<file path="src/rtl/cnn_pkg.sv">
// Shared types and size derivations for the convolution feed controller.
// Latency: n/a (declarations only).
// Backpressure: n/a.
package cnn_pkg;

  // Controller phases: fetch the image, stream beats, let results drain, report.
  typedef enum logic [2:0] {
    IDLE,
    READ,
    STREAM,
    DRAIN,
    FIN
  } state_t;

  // Feeder start timeout is this many padded-image areas.
  localparam int TO_MULT = 4;

  // Wide enough for TO_MULT * 255 * 255 cycles.
  localparam int TO_W = 18;

  // Padded image edge.
  function automatic int i_size(input int size, input int pad);
    return size + 2 * pad;
  endfunction

  // Result edge of a 3x3 valid convolution over the padded image.
  function automatic int o_size(input int size, input int pad);
    return size + 2 * pad - 2;
  endfunction

endpackage

</file>
<file path="src/rtl/tag_delay.sv">
// Delay line carrying {valid,row,col} result tags from feeder beat to array output.
// Latency: exactly LAT cycles from in_vld to out_vld.
// Backpressure: none; one tag accepted every cycle, invalid tags carry zero coordinates.
module tag_delay
  import cnn_pkg::*;
#(
  parameter int LAT = 4
) (
  input  logic       clk,
  input  logic       rst,
  input  logic       in_vld,
  input  logic [7:0] in_row,
  input  logic [7:0] in_col,
  output logic       out_vld,
  output logic [7:0] out_row,
  output logic [7:0] out_col
);

  logic [16:0] pipe_q [LAT];
  logic [16:0] pipe_d [LAT];

  // Shift every stage by one; empty slots hold all-zero tags so coordinates stay 0.
  always_comb begin
    pipe_d[0] = in_vld ? {1'b1, in_row, in_col} : 17'd0;
    for (int i = 1; i < LAT; i++) begin
      pipe_d[i] = pipe_q[i-1];
    end
  end

  // Stage registers, flushed on reset.
  always_ff @(posedge clk) begin
    if (rst) begin
      for (int i = 0; i < LAT; i++) begin
        pipe_q[i] <= 17'd0;
      end
    end else begin
      pipe_q <= pipe_d;
    end
  end

  assign out_vld = pipe_q[LAT-1][16];
  assign out_row = pipe_q[LAT-1][15:8];
  assign out_col = pipe_q[LAT-1][7:0];

endmodule

</file>
<file path="src/rtl/conv_feed_ctrl.sv">
// Reads an image into the feeder, then tracks feeder beats to tag systolic-array results.
// Latency: feed_data 2 cycles after each read; out_valid LAT cycles after its beat.
// Backpressure: none; feeder paces only the stream start, timeout raises sticky err.
module conv_feed_ctrl
  import cnn_pkg::*;
#(
  parameter int SIZE = 7,
  parameter int PAD  = 0,
  parameter int LAT  = 4,
  parameter int AW   = 16
) (
  input  logic          clk,
  input  logic          rst,
  input  logic          start,
  input  logic [AW-1:0] base_addr,
  output logic          busy,
  output logic          done,
  output logic          err,
  output logic          mem_rd,
  output logic [AW-1:0] mem_addr,
  input  logic [15:0]   mem_rdata,
  output logic          feed_load,
  output logic [15:0]   feed_data,
  input  logic          feed_srt,
  output logic          out_valid,
  output logic [7:0]    out_row,
  output logic [7:0]    out_col
);

  localparam int I_SZ = i_size(SIZE, PAD);
  localparam int O_SZ = o_size(SIZE, PAD);
  localparam logic [7:0] SZ_M1  = 8'(SIZE - 1);
  localparam logic [7:0] I_M1   = 8'(I_SZ - 1);
  localparam logic [7:0] O_M1   = 8'(O_SZ - 1);
  localparam logic [7:0] LAT_M1 = 8'(LAT - 1);
  localparam logic [TO_W-1:0] TO_LAST = TO_W'(TO_MULT * I_SZ * I_SZ - 1);
  localparam logic [AW-1:0] ADDR_ONE = {{(AW-1){1'b0}}, 1'b1};

  state_t          state_q, state_d;
  logic [AW-1:0]   addr_q, addr_d;
  logic [7:0]      rrow_q, rrow_d, rcol_q, rcol_d;
  logic [7:0]      brow_q, brow_d, bcol_q, bcol_d;
  logic [7:0]      dcnt_q, dcnt_d;
  logic [TO_W-1:0] to_q, to_d;
  logic            srt_seen_q, srt_seen_d;
  logic            err_q, err_d;
  logic            rd_vld_q, rd_vld_d;
  logic            first_q, first_d;
  logic            feed_load_q, feed_load_d;
  logic [15:0]     feed_data_q, feed_data_d;
  logic            beat;
  logic            tag_vld;

  // A beat happens every STREAM cycle from the first sampled feed_srt onward.
  assign beat    = (state_q == STREAM) && (srt_seen_q || feed_srt);
  assign tag_vld = beat && (bcol_q >= 8'd2);

  // Next-state, read sequencing, beat/drain counting and timeout.
  always_comb begin
    state_d    = state_q;
    addr_d     = addr_q;
    rrow_d     = rrow_q;
    rcol_d     = rcol_q;
    brow_d     = brow_q;
    bcol_d     = bcol_q;
    dcnt_d     = dcnt_q;
    to_d       = to_q;
    srt_seen_d = srt_seen_q;
    err_d      = err_q;
    mem_rd     = 1'b0;
    rd_vld_d   = 1'b0;
    first_d    = 1'b0;
    case (state_q)
      IDLE: begin
        if (start) begin
          addr_d  = base_addr;
          err_d   = 1'b0;
          rrow_d  = 8'd0;
          rcol_d  = 8'd0;
          state_d = READ;
        end
      end
      READ: begin
        mem_rd   = 1'b1;
        rd_vld_d = 1'b1;
        first_d  = (rrow_q == 8'd0) && (rcol_q == 8'd0);
        addr_d   = addr_q + ADDR_ONE;
        if (rcol_q == SZ_M1) begin
          rcol_d = 8'd0;
          if (rrow_q == SZ_M1) begin
            brow_d     = 8'd0;
            bcol_d     = 8'd0;
            to_d       = '0;
            srt_seen_d = 1'b0;
            state_d    = STREAM;
          end else begin
            rrow_d = rrow_q + 8'd1;
          end
        end else begin
          rcol_d = rcol_q + 8'd1;
        end
      end
      STREAM: begin
        if (beat) begin
          srt_seen_d = 1'b1;
          if (bcol_q == I_M1) begin
            bcol_d = 8'd0;
            if (brow_q == O_M1) begin
              dcnt_d  = 8'd0;
              state_d = DRAIN;
            end else begin
              brow_d = brow_q + 8'd1;
            end
          end else begin
            bcol_d = bcol_q + 8'd1;
          end
        end else if (to_q == TO_LAST) begin
          err_d   = 1'b1;
          state_d = FIN;
        end else begin
          to_d = to_q + TO_W'(1);
        end
      end
      DRAIN: begin
        if (dcnt_q == LAT_M1) begin
          state_d = FIN;
        end else begin
          dcnt_d = dcnt_q + 8'd1;
        end
      end
      FIN: begin
        state_d = IDLE;
      end
      default: begin
        state_d = IDLE;
      end
    endcase
  end

  // Read data arrives one cycle after the strobe and is registered toward the feeder.
  always_comb begin
    feed_load_d = rd_vld_q && first_q;
    feed_data_d = rd_vld_q ? mem_rdata : feed_data_q;
  end

  // All controller state, cleared by synchronous reset.
  always_ff @(posedge clk) begin
    if (rst) begin
      state_q     <= IDLE;
      addr_q      <= '0;
      rrow_q      <= 8'd0;
      rcol_q      <= 8'd0;
      brow_q      <= 8'd0;
      bcol_q      <= 8'd0;
      dcnt_q      <= 8'd0;
      to_q        <= '0;
      srt_seen_q  <= 1'b0;
      err_q       <= 1'b0;
      rd_vld_q    <= 1'b0;
      first_q     <= 1'b0;
      feed_load_q <= 1'b0;
      feed_data_q <= 16'd0;
    end else begin
      state_q     <= state_d;
      addr_q      <= addr_d;
      rrow_q      <= rrow_d;
      rcol_q      <= rcol_d;
      brow_q      <= brow_d;
      bcol_q      <= bcol_d;
      dcnt_q      <= dcnt_d;
      to_q        <= to_d;
      srt_seen_q  <= srt_seen_d;
      err_q       <= err_d;
      rd_vld_q    <= rd_vld_d;
      first_q     <= first_d;
      feed_load_q <= feed_load_d;
      feed_data_q <= feed_data_d;
    end
  end

  tag_delay #(.LAT(LAT)) u_tag_delay (
    .clk     (clk),
    .rst     (rst),
    .in_vld  (tag_vld),
    .in_row  (brow_q),
    .in_col  (bcol_q - 8'd2),
    .out_vld (out_valid),
    .out_row (out_row),
    .out_col (out_col)
  );

  assign busy      = (state_q != IDLE);
  assign done      = (state_q == FIN);
  assign err       = err_q;
  assign mem_addr  = mem_rd ? addr_q : '0;
  assign feed_load = feed_load_q;
  assign feed_data = feed_data_q;

endmodule

</file>
<file path="config.mk">
export PLATFORM = sky130hd
export DESIGN_NAME = conv_feed_ctrl
export DESIGN_NICKNAME = d
export VERILOG_FILES = /design/src/rtl/cnn_pkg.sv /design/src/rtl/tag_delay.sv /design/src/rtl/conv_feed_ctrl.sv
export SDC_FILE = /design/constraint.sdc
export NUM_CORES = 1
export LEC_CHECK = 0
export BUFFER_PORTS_ARGS = -buffer_cell sky130_fd_sc_hd__buf_2
export CAP_MARGIN = 15
export CORE_MARGIN = 10
export CORE_UTILIZATION = 52
export DETAILED_ROUTE_END_ITERATION = 7
export PLACE_DENSITY = 0.87
export REMOVE_ABC_BUFFERS = 1
export SYNTH_ARGS = -nofsm -noshare
export SYNTH_HDL_FRONTEND = slang
export SYNTH_SLANG_ARGS = --single-unit
</file>
<file path="constraint.sdc">
create_clock -name clk -period 2.1 [get_ports clk]
set_input_delay 0.42 -clock clk [delete_from_list [all_inputs] [get_ports clk]]
set_output_delay 0.42 -clock clk [all_outputs]
set_load 0.005 [all_outputs]
</file>
**Word-level counts from Yosys, hierarchy flattened**

Index checks and enable logic that the tools add are counted.

- Add/sub/neg operators: 8
- Magnitude comparators: 1
- Eq/ne operators: 26
- Muxes and demuxes: 47
- Bitwise logic cells: 2
- Reductions and logical operators: 23

Operator list:

| operator | count |
|---|---|
| two-way mux 8 bit | 15 |
| case mux 8 bit (2 select lines) | 5 |
| two-way mux 18 bit | 4 |
| adder 8 x 1 -> 8 bit, second input constant | 5 |
| case mux 18 bit (2 select lines) | 1 |
| equality test 8 x 3 -> 1 bit, second input constant | 4 |
| two-way mux 16 bit | 2 |
| case mux 16 bit (2 select lines) | 1 |
| two-way mux 3 bit | 8 |
| != test 2 bit, second input constant | 10 |
| adder 18 x 1 -> 18 bit, second input constant | 1 |
| equality test 18 x 8 -> 1 bit, second input constant | 1 |
| two-way mux 17 bit | 1 |
| adder 16 x 1 -> 16 bit, second input constant | 1 |
| logical NOT 8 bit | 2 |
| case mux 3 bit (4 select lines) | 1 |
| AND reduction 4 bit | 3 |
| AND reduction 5 bit | 2 |
| != test 3 x 2 -> 1 bit, second input constant | 3 |
| equality test 8 x 2 -> 1 bit, second input constant | 1 |
| greater-or-equal comparator 8 x 2 -> 1 bit, second input constant | 1 |
| nonzero test 2 bit | 4 |
| subtractor 8 x 2 -> 8 bit, second input constant | 1 |
| two-way mux 1 bit | 7 |
| 14 further kinds | 23 |

- Bits in registers: 166
- Output and inout port bits: 54

**Longest topological paths before layout**

- Depth after elaboration: 5
- Gate-level depth with buffers: 10
- Gate-level depth less buffers: 8

**By module**

Synthesis repeated with hierarchy kept, for this count alone.

- Cells, all modules: 783
- Area total of the unflattened synthesis: 7121.8 µm²

By module, submodules not included:

| module | instances | cells each | area each (µm²) | seq. area each (µm²) |
|---|---|---|---|---|
| conv_feed_ctrl | 1 | 639 | 5240.0 | 1961.9 |
| tag_delay | 1 | 144 | 1881.8 | 1361.3 |

**Worst setup path before layout**

No wires, ideal clock.

- Path kind: register to register
- Start: register bcol_q[4]
- End: register brow_q[7]
- Library setup time: 0.070 ns
- Arrival time: 2.229 ns
- Required time: 2.030 ns
- Setup slack: -0.199 ns
- Cell stages (with the launch flop): 8
- Path through: dfxtp_1 -> buf_6 -> or4_4 -> nor2b_2 -> nor2_2 -> or4_4 -> or4b_1 -> a21oi_1

- Longest elaborated chain between the ends: 3

Ends and longest elaborated chain:

| element | line | RTL |
|---|---|---|
| start: declaration | conv_feed_ctrl.sv:42 | `logic [7:0] brow_q, brow_d, bcol_q, bcol_d;` |
| start signal: assignment | conv_feed_ctrl.sv:169 | `bcol_q <= bcol_d;` |
| equality test 8 x 3 -> 1 bit | conv_feed_ctrl.sv:106 | `if (bcol_q == I_M1) begin` |
| != test 2 x 1 -> 1 bit (no source line) | n/a |  |
| AND reduction 6 bit (no source line) | n/a |  |
| end signal: assignment | conv_feed_ctrl.sv:168 | `brow_q <= brow_d;` |
| end: declaration | conv_feed_ctrl.sv:42 |  |

No other way between the ends.
A chain may end at the register's enable or synchronous reset.

**Worst setup path in the final report**

- Start: register state_q[1]
- End: register brow_q[7]

- Longest elaborated chain between the ends: 4
- Elaborated cells between the ends (all ways): 11

Ends and longest elaborated chain:

| element | line | RTL |
|---|---|---|
| start: declaration | conv_feed_ctrl.sv:39 | `state_t state_q, state_d;` |
| start signal: assignment | conv_feed_ctrl.sv:164 | `state_q <= state_d;` |
| equality test 3 x 2 -> 1 bit | conv_feed_ctrl.sv:55, conv_feed_ctrl.sv:73 |  |
| logical AND 1 bit | conv_feed_ctrl.sv:55 | `assign beat = (state_q == STREAM) && (srt_seen_q \|\| feed_srt);` |
| != test 2 bit (no source line) | n/a |  |
| AND reduction 6 bit (no source line) | n/a |  |

Several ways; a longest one is shown, not always the timed one.

==> reports/results.ini <==
[placement]
hpwl_um=11620
portBuffers=89
dp_slack_ns=-0.2179
gp_congestion=0.9035

[critical_path]
rr_startpoint=state_q[1]
crit_fanout=5
cpMostUsedCell=a21oi_1
worstSetupEndpointType=register
critPathLaunch=state_q[1]
required_ns=2.47
cpMaxStageDelayCell=or4_4
critPathMaxStageDelay_ns=0.57
critPathKind=reg2reg
worstPathArrival_ns=2.64
regToRegSetupSlack_ns=-0.18
critPathLaunchType=register
cp_cell_sequence=nor2b_1, a21oi_1, or2_2, or4_4, or4b_1, a21oi_1
reg2reg_depth=6

[timing]
finalHoldViolCount=0
rsz0062_at_grt=true
slew_viol_final=0
min_period_ns=2.276
setup_viol=11
min_period_over_period_pct=108.4
maxSlewHeadroom_pct=66.26
fin_ws_ns=-0.1758
worst_slew_pin_slew_ns=0.5014
holdWs_ns=0.2334
timing.fmax_mhz=439.4
clock_skew_ns=0.02470

[yosys]
yosys_register_bits=166
synth_fa_ha_area_share_pct=2.684
synth_compound_area_share_pct=10.41
synth_mux_area_share_pct=2.720
synth-simple-area-share_pct=29.04
synth_cell_types=66
yosysSeqAreaShare_pct=47.52
syn_avg_cell_area_um2=8.863
syn_inst=789
yosys_warnings=0
synth_area_mm2=0.006993
synth_top_family_by_area=simple AND/OR/NAND/NOR gates
synth-main-ff-cell=dfxtp_1
synth-edff-count=0
async_flop_share_pct=0
synthXorXnorAreaFrac_pct=3.757

[cts]
root_buffer=clkbuf_16
cts_buffer_depth=2
cts_tree=done
cts_inserted_buffers=17
cts_sinks=166
clk_pin_slew_worst_paths_ns=0.06
htreeDepth=4
clock_latency_ns=0.44

[cells_and_area]
nets=1014
syn_to_final_growth_pct=30.95
layout-drive-gt1-share_pct=28.38

[power_and_ir_drop]
power_frac_comb_pct=28.3
p_sw_mw=3.005
power_frac_seq_pct=38.9
swShare_pct=32.43
clock_power_share_pct=32.8
peakVddDrop_v=0.0005895
power_density_mw_per_mm2=1012
p_leak_nw=3.800
p_int_mw=6.261

[die]
core.rowCount=42
fp.dieH_um=136.0
dieArea_mm2=0.01849
core_area_mm2=0.01319
initial_core_util_pct=53.02
die_w_um=136.0
pin_count=90

[detailed_routing]
drt-initial-drc-count=965
remaining_drc_errors=0
vias_per_cell=5.755
dr.pass1.iters=6
finalWirelength_um=19200
ant_nets=0
avgRoutedWirePerCell_um=16.65
routed-via-count=6635

[global_route]
grt_util_all_layers_pct=18.46
antenna_found_initial=1
grt_pass1_wl_um=28060
gr-total-overflow=0
grt_pass1_vias=6055
grt_max_degree=72

[run_status]
outcome=finished, violations left
violations=negative setup slack

[min_path]
hold_depth=3
worstHoldPathType=in2reg
hp-start=mem_rdata[8]

[job]
drv_cap=0

stage by stage:
step / std cells / util (%) / setup TNS, ns / cell area (µm²) / power, mW
after floorplan: 747 / - / -28.21 / 6809 / 4.767
after global placement: 1105 / 62.40 / -0.6246 / 8230 / 5.703
after detailed placement: 1105 / 62.40 / -1.221 / 8230 / 5.788
after CTS: 1140 / 67.55 / -0.3125 / 8910 / 8.939
after global routing: 1153 / 69.43 / -1.732 / 9158 / 9.645
final: 1153 / 69.43 / -0.7306 / 9158 / 9.266
worst max-delay path: cells and delay by family (launching register included):
family,cells,cell delay (ns)
AOI/OAI and AO/OA,2,0.25
DFF,1,0.36
and+or+nand+nor,4,1.61
layer usage:
metal	up-vias	part of all wire (%)	GRT usage [%]
li1	3101	-	-
met2	360	49	31.16
met1	3100	39	20.68
met5	-	0	0
met3	74	8.3	5.720
met4	0	3.3	9.112
cells by family after synthesis:
| logic type | Yosys count |
|---|---|
| simple gates | 378 |
| flops | 166 |
| compound gates | 116 |
| buf+inv | 65 |
| xor+xnor | 30 |
| mux | 19 |
| fa+ha+maj | 15 |
area by class of cell:
cell class	count	area, µm²
clock inverters	13	137.6
multi-input cells	560	3587
diodes	1	2.502
repair buffers	195	1351
flip-flops and latches	166	3327
inverters	23	88.84
fillers	904	4033
clock buffers	19	442.9
well taps	176	220.2
synth_stat cells, drive strengths merged, types with 13 or more instances:
cell type | number | area (µm²)
nand4 | 17 | 106.4
a21oi | 40 | 204.0
dfxtp | 166 | 3323
inv | 23 | 86.33
nand2 | 41 | 153.9
o21ai | 26 | 130.1
nand3 | 26 | 130.1
nor4 | 13 | 81.33
clkbuf | 34 | 137.6
nor2b | 59 | 371.6
ha | 15 | 187.7
xnor2 | 21 | 183.9
nor3 | 26 | 130.1
and2 | 19 | 118.9
mux2i | 19 | 190.2
nor2 | 105 | 396.6
cells in the final DEF, fill, tap and decap left out, drive strengths merged, types with 4 or more instances in the layout:
cell and n:
a211oi 8, a21oi 41, a221oi 6, a31oi 4, and2 19, and3 12
buf 194, clkbuf 19, clkinv 5, dfxtp 166, ha 15, inv 29
mux2i 19, nand2 41, nand2b 5, nand3 26, nand3b 5, nand4 17
nor2 105, nor2b 59, nor3 26, nor3b 4, nor4 13, nor4b 6
o21ai 26, o32ai 4, or2 7, or3 12, or4 8, or4b 5
xnor2 21, xor2 9
state kept, by name, indices dropped and copies added, names as in the netlist, 16 cells and up:
name / cells
feed_data: 16
addr_q: 16
u_tag_delay.pipe_d: 51
to_q: 18
power by group through the flow:
stage	sequential [mW]	clock, mW	combinational [mW]
2_1_floorplan	3.68	0	1.08
3_3_place_gp	3.63	0	2.07
3_5_place_dp	3.65	0	2.14
4_1_cts	3.58	3.07	2.29
5_1_grt	3.63	3.19	2.82
6_report	3.61	3.03	2.63
path summary, 6_finish.rpt:
| check | endpoint |
|---|---|
| worst max register to register | brow_q[7] |
| worst max-delay path | brow_q[7] |
| worst min register to register | u_tag_delay.pipe_d[5] |
| worst min-delay path | feed_data[8] |
repair_timing:
| action | in CTS | in global routing |
|---|---|---|
| pin swaps | 8 | 18 |
| resized for setup | 16 | 38 |
| gates cloned | 2 | 2 |
| endpoints found under the setup margin | 35 | 49 |
| hold buffers | 0 | 0 |
| buffers inserted | 1 | 10 |
Power figures use the tool's default switching activity.
